==> src/rtl/wb_trace_buffer.sv <==
// Writeback trace FIFO: captures wb bus events, reads them back 16 bits at a time.
// Optional WB_TRACE_TIMESTAMP_EN stamps each entry with a 13-bit cycle counter.
module wb_trace_buffer #(
    parameter int DEPTH = 16,
    parameter int AL_W  = 6,
    parameter int RD_W  = 6
) (
    input  logic                clk,
    input  logic                reset,
    input  logic                freeze,
    input  logic                clear,
    input  logic [3:0]          wb_valid,
    input  logic [3:0]          wb_uses_rd,
    input  logic [4*AL_W-1:0]   wb_al_idx,
    input  logic [4*RD_W-1:0]   wb_rd,
    input  logic [127:0]        wb_data,
    input  logic [3:0]          switches,
    input  logic                pop,
    output logic [15:0]         r1,
    output logic                empty,
    output logic                overflow
);

    localparam int PW = $clog2(DEPTH);
    localparam int CW = PW + 1;

    logic [CW-1:0] count_q, count_d;
    logic [PW-1:0] wptr_q, wptr_d;
    logic [PW-1:0] rptr_q, rptr_d;
    logic          overflow_q, overflow_d;
    logic [7:0]    drop_q, drop_d;
    logic          pop_q;
    logic [63:0]   mem_q [DEPTH];

    logic [12:0]   ts;
    logic          cap_en;
    logic          pop_fire;
    logic [CW-1:0] free;
    logic [2:0]    npush;
    logic [2:0]    ndrop;
    logic [8:0]    drop_sum;
    logic [3:0]    wen;
    logic [PW-1:0] widx [4];
    logic [63:0]   went [4];
    logic [63:0]   head;
    logic          unused_sw;

`ifdef WB_TRACE_TIMESTAMP_EN
    logic [12:0] ts_q;

    always_ff @(posedge clk or negedge reset) begin
        if (!reset) begin
            ts_q <= '0;
        end else begin
            ts_q <= ts_q + 13'd1;
        end
    end

    assign ts = ts_q;
`else
    assign ts = 13'd0;
`endif

    assign cap_en   = ~freeze & ~clear;
    assign pop_fire = pop & ~pop_q & (count_q != '0);
    assign free     = CW'(DEPTH) - count_q;

    // Ports are granted free slots in ascending order; the rest are drops.
    always_comb begin
        npush = 3'd0;
        ndrop = 3'd0;
        wen   = 4'b0;
        for (int i = 0; i < 4; i++) begin
            widx[i] = '0;
            went[i] = {ts, wb_uses_rd[i], 2'(i),
                       8'(wb_rd[i*RD_W +: RD_W]),
                       8'(wb_al_idx[i*AL_W +: AL_W]),
                       wb_data[i*32 +: 32]};
        end
        for (int i = 0; i < 4; i++) begin
            if (cap_en && wb_valid[i]) begin
                if (CW'(npush) < free) begin
                    wen[i]  = 1'b1;
                    widx[i] = wptr_q + PW'(npush);
                    npush   = npush + 3'd1;
                end else begin
                    ndrop = ndrop + 3'd1;
                end
            end
        end
    end

    assign drop_sum = {1'b0, drop_q} + 9'(ndrop);

    always_comb begin
        count_d    = count_q + CW'(npush) - CW'(pop_fire);
        wptr_d     = wptr_q + PW'(npush);
        rptr_d     = rptr_q + PW'(pop_fire);
        overflow_d = overflow_q | (ndrop != 3'd0);
        drop_d     = drop_sum[8] ? 8'hFF : drop_sum[7:0];
        if (clear) begin
            count_d    = '0;
            wptr_d     = '0;
            rptr_d     = '0;
            overflow_d = 1'b0;
            drop_d     = 8'd0;
        end
    end

    always_ff @(posedge clk or negedge reset) begin
        if (!reset) begin
            count_q    <= '0;
            wptr_q     <= '0;
            rptr_q     <= '0;
            overflow_q <= 1'b0;
            drop_q     <= 8'd0;
            pop_q      <= 1'b0;
        end else begin
            count_q    <= count_d;
            wptr_q     <= wptr_d;
            rptr_q     <= rptr_d;
            overflow_q <= overflow_d;
            drop_q     <= drop_d;
            pop_q      <= pop;
        end
    end

    always_ff @(posedge clk) begin
        for (int i = 0; i < 4; i++) begin
            if (wen[i]) begin
                mem_q[widx[i]] <= went[i];
            end
        end
    end

    assign head      = mem_q[rptr_q];
    assign empty     = (count_q == '0);
    assign overflow  = overflow_q;
    assign unused_sw = switches[3];

    always_comb begin
        if (switches[2]) begin
            r1 = {overflow_q, empty, 6'(count_q), drop_q};
        end else if (empty) begin
            r1 = 16'h0000;
        end else begin
            r1 = head[{switches[1:0], 4'b0000} +: 16];
        end
    end

endmodule

==> config.mk <==
export PLATFORM = sky130hd
export DESIGN_NAME = wb_trace_buffer
export DESIGN_NICKNAME = d
export VERILOG_FILES = /design/src/rtl/wb_trace_buffer.sv
export SDC_FILE = /design/constraint.sdc
export NUM_CORES = 2
export LEC_CHECK = 0
export BUFFER_PORTS_ARGS = -buffer_cell sky130_fd_sc_hd__buf_2
export CORE_MARGIN = 5
export CORE_UTILIZATION = 40
export DETAILED_ROUTE_END_ITERATION = 10
export PLACE_DENSITY = 0.59
export SETUP_SLACK_MARGIN = 0.1
export SYNTH_ARGS = -nofsm -noshare
export SYNTH_HDL_FRONTEND = slang
export SYNTH_SLANG_ARGS = --single-unit
==> constraint.sdc <==
create_clock -name clk -period 7.8 [get_ports clk]
set_input_delay 1.17 -clock clk [delete_from_list [all_inputs] [get_ports clk]]
set_output_delay 1.17 -clock clk [all_outputs]
set_load 0.01 [all_outputs]
# ---- Word level (Yosys, flattened, before mapping)
# Memories as Yosys holds them, arrays and structs flattened.
# Cells that the tools add are included.
dict set report totals {
  regBits 23
  mem_bits_rw 752
  input_bits 193
  wordCells 89
  mem_count 1
}
dict set report op_classes {
  n_addsub 15
  magnitude_cmp 4
  shifts 1
  mux 48
  n_bitwise 7
  n_reduce_logical 7
}
# name words width rd rd_clocked_by_memory_dff wr line
set memory_table {}
lappend memory_table {mem_q 16 47 1 0 4 33} ;# logic [63:0] mem_q [DEPTH];
# op n
set op_table {}
lappend op_table {{$shiftx A64 B7 Y16} 1}
lappend op_table {{$mux W4} 10}
lappend op_table {{$mux W3} 13}
lappend op_table {{$mux W16} 2}
lappend op_table {{$mux W1} 20}
lappend op_table {{$add A3 B1 Y3 const B} 6}
lappend op_table {{$add A4 B3 Y4} 4}
lappend op_table {{$mux W8} 2}
lappend op_table {{$lt A3 B5 Y1} 3}
lappend op_table {{$add A8 B3 Y9} 1}
lappend op_table {{$add A5 B3 Y5} 1}
lappend op_table {{$logic_not A5 Y1} 1}
lappend op_table {{$lt A1 B5 Y1 const A} 1}
lappend op_table {{$mux W5} 1}
lappend op_table {{$reduce_bool A5 Y1} 1}
lappend op_table {{$sub A5 B1 Y5} 1}
lappend op_table {{$sub A5 B5 Y5 const A} 1}
lappend op_table {{$add A4 B1 Y4} 1}
lappend op_table {{$logic_and A1 B1 Y1} 4}
lappend op_table {{$and A1 B1 Y1} 3}
lappend op_table {{$not A1 Y1} 3}
lappend op_table {{$reduce_bool A3 Y1} 1}
lappend op_table {{$or A1 B1 Y1} 1}

# ---- Logic depth before layout (Yosys ltp)
dict set report logic_depth {
  ltp_word 16
  depth_mapped 29
}

# ---- Worst setup path before layout
# No wires, ideal clock.
dict set report synth_timing {
  kind {input to register}
  from {input port wb_valid[1]}
  to {memory mem_q[10][0] (netlist bit) (enable)}
  setup_time_ps 773
  arrival_time_ps 5591
  setup_slack_ps 1436
  stages 18
  path_buffers 5
  path_cell_list {clkbuf_1 nor2b_1 o21ai_0 a21boi_0 o221ai_2 buf_2 buf_2 and2_1 xor2_1 ha_1 inv_1 fa_1 nand2b_1 nor2_1 nand3_1 clkbuf_2 clkbuf_2 nand4_1}
}
# item line
set synth_rtl {}
lappend synth_rtl {{from (decl)} 12} ;# input logic [3:0] wb_valid,
lappend synth_rtl {{to (decl)} 33}

==> flow_summary.rst <==
.. list-table::
   :header-rows: 1

   * - Metric
     - Value
   * - Status
     - complete, no violations
   * - Number of instances in the synthesized netlist
     - 5,157
   * - Total wirelength of the detailed-routed design
     - 251,000 microns
   * - Count of flip-flops with a built-in enable after synthesis
     - just over 700
   * - Library cell with the largest summed area after synthesis
     - edfxtp_1
   * - Data arrival time at the worst-slack endpoint
     - ~7400 ps
   * - Top_reg_cell synth
     - edfxtp_1
   * - CTS tree
     - done
   * - Weighted congestion at the end of routability-driven global placement
     - 0.933
   * - Final clock skew
     - 28.5 ps
   * - CTS Buf Count
     - 96
   * - CP startpoint
     - count_q[0]
   * - Via count of the first global-routing pass
     - 45,845
   * - Yosys Warn Count
     - 0
   * - Detailed placer's ending HPWL
     - 133,000 microns
   * - Met3 GRT Util
     - between 10% and 20%
   * - Synth Cell Area
     - 56,300 sq um
   * - CTS Root Buffer Type
     - clkbuf_16
   * - DR pass1 iterations
     - 7
   * - Remaining global-route overflow
     - 0
   * - Highest ir drop seen on vdd
     - around 0.44 mV
   * - Headroom to the max-slew limit
     - about 14%
   * - WHS
     - 443 ps
   * - P per Cell Area
     - 230 nW/um^2
   * - Crit Reg-Reg Startpoint
     - count_q[0]
   * - Fraction of the cycle the final worst path needs
     - 90.6%
   * - Chip Width
     - 385 microns
   * - GR met2 Demand/Resource
     - 46.0%
   * - Post-CTS Hold Buffers
     - 0
   * - Path class of the lowest-slack min-delay path
     - in2async
   * - Setup crit start kind
     - flop
   * - Number of buffers inserted by post-CTS setup repair
     - 0
   * - Lkg Pwr
     - 21.7 nW
   * - Total global routing track utilization
     - 32.6%
   * - Worst reg2reg path endpoint
     - mem_q[4][24]
   * - Core ar.
     - 140,000 sq um
   * - Post-CTS sizing
     - 0
   * - Setup violators final
     - 0
   * - Synth cell types
     - roughly 70
   * - Largest net degree at the start of global routing
     - 148
   * - Synth top area share
     - 38.4%
   * - Clock network latency to the later pin of the worst-skew pair
     - 730 ps
   * - Top area cells in the synthesized netlist
     - edfxtp_1, mux2_2, mux4_2
   * - Minimum setup slack among reg-to-reg paths
     - approximately 740 ps
   * - Number of DRC violations after detailed routing
     - 0
   * - Sequential fraction of the synthesis area
     - about two fifths
   * - First-pass GRT wire length
     - 347,000 microns
   * - Synthesis-to-layout area growth
     - 9.33%
   * - Clock Sinks
     - 775
   * - Average wire length per cell after detail routing
     - about 37 microns
   * - Grt met1 use
     - a little over two fifths
   * - Die height
     - 385 microns
   * - Number of register bits inferred by synthesis
     - 775
   * - Maximum number of buffers from clock root to sink
     - 3
   * - Total nets after synthesis
     - 5,386
   * - Crit path capture
     - mem_q[4][24]
   * - Final design instance area without fill
     - 61,500 sq um
   * - Biggest fanout along the worst timing path
     - 27
   * - Die Footprint
     - between 100,000 and 150,000 sq um
   * - Area of placed instances
     - 58,300 sq um
   * - Required time at the endpoint of the critical path
     - slightly above 8000 ps
   * - Setup repair after global routing missed its margin
     - false
   * - Highest-utilization routing layer at the global route stage
     - met2
   * - Via Count
     - 48,481
   * - Number of maximum-capacitance violations
     - 0
   * - Async set-or-reset flop fraction in the synthesized netlist
     - between 2 and 3%
   * - Net count reported at finish
     - 5,113
   * - Count of input and output buffers
     - about 210
   * - Post-layout util
     - approximately 44%
   * - Initial core utilization
     - 40.3%
   * - Slew at the pin closest to its max-slew limit
     - 1280 ps
   * - Iter 0 DRT Violations
     - 8,923
   * - F_max
     - 142 MHz
   * - Final critical delay including setup and external delays
     - 7060 ps
   * - Final TNS setup
     - 0 ps
   * - H-Tree Level Count
     - 3
   * - Type of the setup path with the least slack
     - reg2reg
   * - Mapped Avg Cell Area
     - around 11 sq um
   * - Fraction of final layout cells sized beyond drive strength 1
     - a little over a quarter
   * - Number of pins with negative max-slew slack in the final report
     - 0
   * - Routed Antenna Nets
     - 0
   * - Antenna violations before repair
     - 55
   * - Number of vias per cell
     - 7.05
   * - I/O pin total
     - approximately 210
   * - FP Rows
     - between 100 and 150
   * - Endpoint kind of the worst setup timing path
     - flop
   * - Final Total Pwr
     - 14.2 mW
   * - Worst Reg-to-Reg Cells
     - 19
   * - Final Hold Viols
     - 0
   * - Clock transition at path regs
     - 60 ps
[registers in the layout, indices dropped and copies added (netlist names)]
name,cells
rptr_q,4
pop_q,1
count_q,5
overflow,1
wptr_q,4
drop_q,8
mem_q,752
[layout by cell type, fill, tap and decap left out, types with 8 or more instances in the layout]
cell type	count
a211oi_1	47
buf_4	95
nor2_1	88
o21ai_1	183
nor2b_1	50
nand3_4	25
o2bb2ai_1	450
o21ai_0	612
a21o_1	8
a32oi_1	8
ha_1	31
mux2i_1	374
dfrtp_1	19
clkinv_1	24
clkinv_2	18
mux2_2	517
nor2_4	24
buf_2	209
a21boi_0	19
buf_12	25
nor3_1	8
nand2_4	12
clkbuf_1	18
a21oi_1	295
and2_1	140
xnor2_1	13
inv_1	34
nand3_1	43
mux4_2	235
clkbuf_16	97
xor2_1	19
nand4_1	18
bufinv_16	12
mux2_4	28
diode_2	35
nand2_1	321
edfxtp_1	720
dfxtp_1	32
[cell type report]
cell class / instances / area (sq um)
inverters: 36 / 148
fillers: 12808 / 78200
flip-flops and latches: 775 / 22900
clock inverters: 63 / 647
well taps: 1876 / 2350
repair buffers: 329 / 2260
diodes: 35 / 87.6
clock buffers: 117 / 2520
multi-input cells: 3646 / 30600
[cell families (layout without fill, tap and decap cells)]
logic type / Yosys count / count (layout) / share of synthesized area, %
compound gates: 1649 / 1649 / 18.2
mux: 1154 / 1154 / 27.2
flops: 775 / 775 / 40.6
simple gates: 775 / 775 / 6.67
buf+inv: 736 / 545 / 5.97
fa+ha+maj: 36 / 36 / 0.867
xor+xnor: 32 / 32 / 0.498
other cells: 0 / 35 / 0
[synthesized netlist by cell type, types with 13 or more instances]
library cell / instances
clkbuf_1: 438
o21ai_0: 612
ha_1: 31
buf_2: 99
xor2_1: 19
o21ai_1: 183
buf_4: 29
mux4_2: 235
mux2i_1: 374
nor2b_1: 50
nor2_1: 97
nand4_1: 18
a21oi_1: 295
mux2_2: 517
buf_1: 73
dfrtp_1: 23
a21boi_0: 19
clkbuf_2: 17
mux2_4: 28
dfxtp_1: 32
nand3_1: 66
buf_6: 44
and2_1: 142
o2bb2ai_1: 450
edfxtp_1: 720
inv_1: 34
xnor2_1: 13
nor2_2: 15
a211oi_1: 47
nand2_1: 333
[worst max-delay path: stages (launching register included)]
cell and delay [ps]:
dfrtp_1 640, inv_1 90, ha_1 290, and3_1 210, ha_1 420, nand2b_1 170
a2111oi_2 380, or2_2 170, and3_1 250, ha_1 260, mux2_2 330, ha_1 310
nor2b_1 130, o21a_1 200, o21a_1 200, a311oi_4 370, buf_4 460, nand3_4 560
nand3_4 790, buf_4 450
[power by group]
part | switching (mW) | leakage [nW] | internal (mW)
combinational | 2.89 | 13.0 | 1.46
clock | 2.00 | 1.55 | 2.69
sequential | 0.166 | 7.06 | 4.96
total | 5.05 | 21.7 | 9.11
[how the worst min path moves through the flow]
stage                  start       endpoint  slack, ps
3_5_place_dp    mem_q[7][45]   mem_q[7][45]        450
4_1_cts                reset      wptr_q[3]        430
6_report               reset      wptr_q[3]        440
3_3_place_gp   mem_q[11][45]  mem_q[11][45]        450
2_1_floorplan  mem_q[11][45]  mem_q[11][45]        430
5_1_grt                reset     count_q[2]        490
[routing by layer]
metal	vias to the layer above	share of wire, %
li1	19222	-
met1	23668	36
met2	4423	41
met3	1154	15
met4	14	7.4
met5	-	0.040
[metrics by stage]
stage	cells	worst slack, ps
6_report	6877	735
5_1_grt	6859	600
4_1_cts	6842	942
3_5_place_dp	6662	983
3_3_place_gp	6662	1080
2_1_floorplan	5157	1440
No activity file was read; power rests on OpenSTA's default activity.
